--- src/rtl/datapath_controller.sv ---
// datapath_controller: multi-cycle sequencer for the 8x16 regfile/shifter/ALU datapath.
// Define DP_CTRL_CMP_EN to decode CMP (Z update); without it 101/01 is illegal.
module datapath_controller #(
  parameter int DATA_W = 16,
  parameter int REG_AW = 3,
  parameter int IMM_W  = 8
) (
  input  logic              clk,
  input  logic              reset_n,
  input  logic              in_valid,
  input  logic [15:0]       in_instr,
  output logic              in_ready,
  output logic              done,
  output logic              err,
  output logic [REG_AW-1:0] readnum,
  output logic [REG_AW-1:0] writenum,
  output logic              write,
  output logic              vsel,
  output logic              loada,
  output logic              loadb,
  output logic              asel,
  output logic              bsel,
  output logic              loadc,
  output logic              loads,
  output logic [1:0]        shift,
  output logic [1:0]        ALUop,
  output logic [DATA_W-1:0] datapath_in
);

  typedef enum logic [2:0] {
    S_WAIT   = 3'd0,
    S_GET_A  = 3'd1,
    S_GET_B  = 3'd2,
    S_EXEC   = 3'd3,
    S_WR_REG = 3'd4,
    S_WR_IMM = 3'd5,
    S_BAD    = 3'd6
`ifdef DP_CTRL_CMP_EN
    ,
    S_CMP    = 3'd7
`endif
  } state_t;

  state_t      r_state;
  state_t      w_next;
  state_t      w_first;
  logic [15:0] r_instr;

  logic w_accept;
  logic w_is_movi;
  logic w_is_movr;
  logic w_is_add;
  logic w_is_and;
  logic w_is_mvn;

  logic              w_movr;
  logic [1:0]        w_op;
  logic [1:0]        w_sh;
  logic [REG_AW-1:0] w_rn;
  logic [REG_AW-1:0] w_rd;
  logic [REG_AW-1:0] w_rm;
  logic [DATA_W-1:0] w_sximm;

  assign in_ready = reset_n && (r_state == S_WAIT);
  assign w_accept = in_valid && in_ready;

  assign w_is_movi = in_instr[15:11] == 5'b11010;
  assign w_is_movr = in_instr[15:11] == 5'b11000;
  assign w_is_add  = in_instr[15:11] == 5'b10100;
  assign w_is_and  = in_instr[15:11] == 5'b10110;
  assign w_is_mvn  = in_instr[15:11] == 5'b10111;

  assign w_movr  = r_instr[15:11] == 5'b11000;
  assign w_op    = r_instr[12:11];
  assign w_sh    = r_instr[4:3];
  assign w_rn    = REG_AW'(r_instr[10:8]);
  assign w_rd    = REG_AW'(r_instr[7:5]);
  assign w_rm    = REG_AW'(r_instr[2:0]);
  assign w_sximm = {{(DATA_W-IMM_W){r_instr[IMM_W-1]}},
                    r_instr[IMM_W-1:0]};

`ifdef DP_CTRL_CMP_EN
  logic w_is_cmp;
  logic w_cmp;
  assign w_is_cmp = in_instr[15:11] == 5'b10101;
  assign w_cmp    = r_instr[15:11] == 5'b10101;
`endif

  always_comb begin
    w_first = S_BAD;
    unique case (1'b1)
      w_is_movi:            w_first = S_WR_IMM;
      w_is_movr, w_is_mvn:  w_first = S_GET_B;
      w_is_add, w_is_and:   w_first = S_GET_A;
`ifdef DP_CTRL_CMP_EN
      w_is_cmp:             w_first = S_GET_A;
`endif
      default:              w_first = S_BAD;
    endcase
  end

  always_ff @(posedge clk or negedge reset_n) begin
    if (!reset_n) begin
      r_state <= S_WAIT;
      r_instr <= '0;
    end else begin
      r_state <= w_next;
      if (w_accept) r_instr <= in_instr;
    end
  end

  always_comb begin
    w_next = r_state;
    unique case (r_state)
      S_WAIT:  if (w_accept) w_next = w_first;
      S_GET_A: w_next = S_GET_B;
`ifdef DP_CTRL_CMP_EN
      S_GET_B: w_next = w_cmp ? S_CMP : S_EXEC;
`else
      S_GET_B: w_next = S_EXEC;
`endif
      S_EXEC:  w_next = S_WR_REG;
      default: w_next = S_WAIT;
    endcase
  end

  always_comb begin
    readnum     = '0;
    writenum    = '0;
    write       = 1'b0;
    vsel        = 1'b0;
    loada       = 1'b0;
    loadb       = 1'b0;
    asel        = 1'b0;
    bsel        = 1'b0;
    loadc       = 1'b0;
    loads       = 1'b0;
    shift       = 2'b00;
    ALUop       = 2'b00;
    datapath_in = '0;
    done        = 1'b0;
    err         = 1'b0;
    unique case (r_state)
      S_GET_A: begin
        readnum = w_rn;
        loada   = 1'b1;
      end
      S_GET_B: begin
        readnum = w_rm;
        loadb   = 1'b1;
        shift   = w_sh;
      end
      S_EXEC: begin
        loadc = 1'b1;
        shift = w_sh;
        asel  = w_movr;
        ALUop = w_movr ? 2'b00 : w_op;
      end
`ifdef DP_CTRL_CMP_EN
      // Z loads here, so the shifted B operand must still be presented
      S_CMP: begin
        loads = 1'b1;
        shift = w_sh;
        ALUop = w_op;
      end
`endif
      S_WR_REG: begin
        write    = 1'b1;
        writenum = w_rd;
        done     = 1'b1;
      end
      S_WR_IMM: begin
        write       = 1'b1;
        vsel        = 1'b1;
        writenum    = w_rn;
        datapath_in = w_sximm;
        done        = 1'b1;
      end
      S_BAD: begin
        done = 1'b1;
        err  = 1'b1;
      end
      default: ;
    endcase
  end

endmodule
--- config.mk ---
export PLATFORM = sky130hd
export DESIGN_NAME = datapath_controller
export DESIGN_NICKNAME = d
export VERILOG_FILES = /design/src/rtl/datapath_controller.sv
export SDC_FILE = /design/constraint.sdc
export NUM_CORES = 1
export LEC_CHECK = 0
export CAP_MARGIN = 10
export CELL_PAD_IN_SITES_DETAIL_PLACEMENT = 0
export CELL_PAD_IN_SITES_GLOBAL_PLACEMENT = 1
export CORE_MARGIN = 2
export CORE_UTILIZATION = 24
export DETAILED_ROUTE_END_ITERATION = 8
export PLACE_DENSITY = 0.65
export RECOVER_POWER = 100
export SKIP_CTS_REPAIR_TIMING = 1
export SLEW_MARGIN = 20
export SYNTH_ARGS = -nofsm -noshare
export SYNTH_HDL_FRONTEND = slang
export SYNTH_SLANG_ARGS = --single-unit
--- constraint.sdc ---
create_clock -name clk -period 2 [get_ports clk]
set_clock_uncertainty 0.2 [all_clocks]
set_input_delay 0.4 -clock clk [delete_from_list [all_inputs] [get_ports clk]]
set_output_delay 0.4 -clock clk [all_outputs]
set_load 0.05 [all_outputs]
==> reports/summary.json <==
{
  "first_iter_violations": {"value": 23},
  "grt_start_max_net_pins": {"value": 20},
  "nNetsFinal": {"value": 190},
  "ys.flop_type": {"value": "sky130_fd_sc_hd__dfrtp_1"},
  "cp_slowest_stage_delay": {"value": 430, "unit": "ps"},
  "drt-vias-per-instance": {"value": 4.42},
  "initial_utilization": {"value": 24.4, "unit": "%"},
  "failing_checks": {"value": "negative setup slack"},
  "synth_seq_cells": {"value": 19},
  "syn-cell-area": {"value": 1140, "unit": "sq um"},
  "biggest_area_consumer_among_synthesized_cells": {"value": "sky130_fd_sc_hd__dfrtp_1"},
  "hold_path_depth": {"value": 1},
  "yosysWarningCount": {"value": 0},
  "timing.critical_path.to_type": {"value": "primary output"},
  "worst_vdd_ir": {"value": 0.502, "unit": "mV"},
  "antenna_cells": {"value": 0},
  "clk_pin_slew_worst_paths": {"value": 70, "unit": "ps"},
  "hold-path-endpoint": {"value": "r_instr[15]"},
  "layout_common_cells": {"value": "sky130_fd_sc_hd__buf_12 (35), sky130_fd_sc_hd__buf_4 (17), sky130_fd_sc_hd__clkdlybuf4s50_1 (16), sky130_fd_sc_hd__dfrtp_1 (16), sky130_fd_sc_hd__mux2_4 (9)"},
  "worstHoldStart": {"value": "r_instr[15]"},
  "hold_viol_final": {"value": 0},
  "boundaryPins": {"value": 56},
  "asyncSetResetFlopFracSynth": {"value": 100, "unit": "%"},
  "route.detailed.drc": {"value": 0},
  "start_kind": {"value": "register"},
  "instances_no_fill": {"value": 224},
  "worst_skew_pair.late_latency": {"value": 250, "unit": "ps"},
  "setup_viol": {"value": 27},
  "final_common_cell": {"value": "sky130_fd_sc_hd__buf_12"},
  "first_global_vias": {"value": 958},
  "post_synthesis_to_final_layout_area_growth": {"value": 108, "unit": "%"},
  "syn_inst": {"value": 100},
  "worst-endpoint-arrival": {"value": 1550, "unit": "ps"},
  "cts.path.max_buffers": {"value": 2},
  "report.power.total": {"value": 3550, "unit": "uW"},
  "synth_top_cell_area_share": {"value": 41.8, "unit": "%"},
  "ant_nets_after_route": {"value": 0},
  "per_cell_routed_wire_length": {"value": 13.9, "unit": "um"},
  "die_x": {"value": 72.9, "unit": "um"},
  "postLayoutSetupSlackWorst": {"value": -150, "unit": "ps"},
  "synth_sequential_area_ratio": {"value": 41.8, "unit": "%"},
  "clock_tree.htree_level_count": {"value": 1},
  "number_of_enable_flip_flop_cells_after_synthesis": {"value": 0},
  "drt_pass1_iterations": {"value": 4},
  "yosysUniqueCellTypes": {"value": 33},
  "number_of_pins_exceeding_their_max_slew_limit_in_the_final_report": {"value": 0},
  "numPlacedInstances": {"value": 212},
  "gp_routability_congestion": {"value": 0.766},
  "finalSetupTns": {"value": -2590, "unit": "ps"},
  "routed_wire_length": {"value": 3120, "unit": "um"},
  "die-area": {"value": 5310, "unit": "sq um"},
  "highest_clock_frequency_the_design_can_meet": {"value": 465, "unit": "MHz"},
  "critical_path.slowest_cell": {"value": "sky130_fd_sc_hd__dfrtp_2"},
  "unrepaired_setup_endpoints_after_global_routing": {"value": "true"},
  "finalHoldWorstSlack": {"value": 317, "unit": "ps"},
  "critical_path.max_fanout": {"value": 6},
  "cts_tree": {"value": "built"},
  "post_synth_main_area_contributors": {"value": "sky130_fd_sc_hd__dfrtp_1 (42%), sky130_fd_sc_hd__mux2_4 (12%), sky130_fd_sc_hd__mux2_2 (6.9%)"},
  "critical_path.reg2reg.endpoint": {"value": "r_instr[5]"},
  "static-leakage-power": {"value": 0.00105, "unit": "uW"},
  "dr_total_vias": {"value": 989},
  "r2r_cells": {"value": 5},
  "power_dens_cells": {"value": 1500, "unit": "nW/um^2"},
  "cts.sink_count": {"value": 19},
  "grt_pass1_wl": {"value": 4740, "unit": "um"},
  "track_usage": {"value": 11.8, "unit": "%"},
  "grt_overflow_total": {"value": 0},
  "path_cells": {"value": "or2b_1 -> clkinvlp_4 -> and3_2 -> buf_12"},
  "fin_crit_sh": {"value": 108, "unit": "%"},
  "status": {"value": "finished with violations"},
  "drv.max_cap_violation_count": {"value": 0},
  "core_region_area": {"value": 4660, "unit": "sq um"},
  "criticalPathCategory": {"value": "reg2out"},
  "worst_r2r_startpoint": {"value": "r_state[1]"},
  "tritoncts.num_buffers": {"value": 3},
  "drive_gt1_share": {"value": 64.1, "unit": "%"},
  "fp-row-count": {"value": 25},
  "port_buffer_count": {"value": 53},
  "hold_path.class": {"value": "reg2reg"},
  "dp_hpwl": {"value": 2450, "unit": "um"},
  "final_period_minus_worst_setup_slack": {"value": 2150, "unit": "ps"},
  "timing.reg2reg.setup_slack": {"value": 170, "unit": "ps"},
  "fp.dieH": {"value": 72.9, "unit": "um"},
  "postSynthAreaPerCell": {"value": 11.4, "unit": "sq um"},
  "grt_antenna_before_repair": {"value": 0},
  "clk_root_buffer_cell": {"value": "sky130_fd_sc_hd__clkbuf_8"},
  "crit_required": {"value": 1400, "unit": "ps"}
}
## synthesized netlist by cell type (all sizes together) (2+ instances only)
cell type	count
dfrtp	19
mux2i	3
nand2b	2
inv	2
a22o	3
nor2b	2
and3	10
mux2	16
buf	12
nand2	4
nor2	6
and2	4
## report_power, final
group          total [uW]  switching, uW  internal, uW
Clock                 264            123           141
Sequential            784            198           586
Combinational        2500           1170          1330
Total                3550           1490          2050
## kinds of logic after synthesis
group | after synthesis | synth area share (%)
AND/OR/NAND/NOR | 37 | 21.3
AO/OA/AOI/OAI | 9 | 6.26
buffers and inverters | 15 | 8.90
multiplexers | 19 | 21.4
other | 1 | 0.329
flip-flops | 19 | 41.8
## layer usage
metal	vias to the layer above	routed length (um)	track usage, %
li1	488	-	-
met5	-	0	0
met3	4	161	2.62
met4	0	45	4.94
met1	461	1330	14.0
met2	36	1580	20.4
## per-stage QoR
| step | setup slack, ps | util [%] | cell area, sq um |
|---|---|---|---|
| 2_1_floorplan | -220 | - | 1230 |
| 3_3_place_gp | -140 | 47.2 | 2200 |
| 3_5_place_dp | -145 | 47.2 | 2200 |
| 4_1_cts | -215 | 48.2 | 2250 |
| 5_1_grt | -206 | 50.8 | 2370 |
| 6_report | -150 | 50.8 | 2370 |
## sequential cells by signal (all words and copies together) (netlist names)
| signal | flops |
|---|---|
| r_instr | 16 |
| r_state | 3 |
## final cells by class
type / instances / area [sq um]
tap: 54 / 67.6
clock buffer: 4 / 45.0
timing repair buffer: 77 / 1070
fill: 403 / 2290
inverter: 2 / 11.3
multi-input combinational: 68 / 692
sequential: 19 / 479
## worst max-delay path, delay by kind of cell, from the launching register on
family | cells | cell delay [ps]
buffers and inverters | 2 | 280
DFF | 1 | 430
and+or+nand+nor | 2 | 580
## worst max-delay path by stage
stage          startpoint         endpoint  slack (ps)  cells after the start
6_report       r_state[1]   datapath_in[7]        -150                      4
5_1_grt        r_state[2]   datapath_in[3]        -210                      5
4_1_cts        r_state[1]  datapath_in[14]        -220                      4
3_5_place_dp      reset_n         in_ready        -140                      4
3_3_place_gp      reset_n         in_ready        -140                      4
2_1_floorplan  r_state[1]  datapath_in[11]        -220                      4
(Power assumes the default switching activity.)
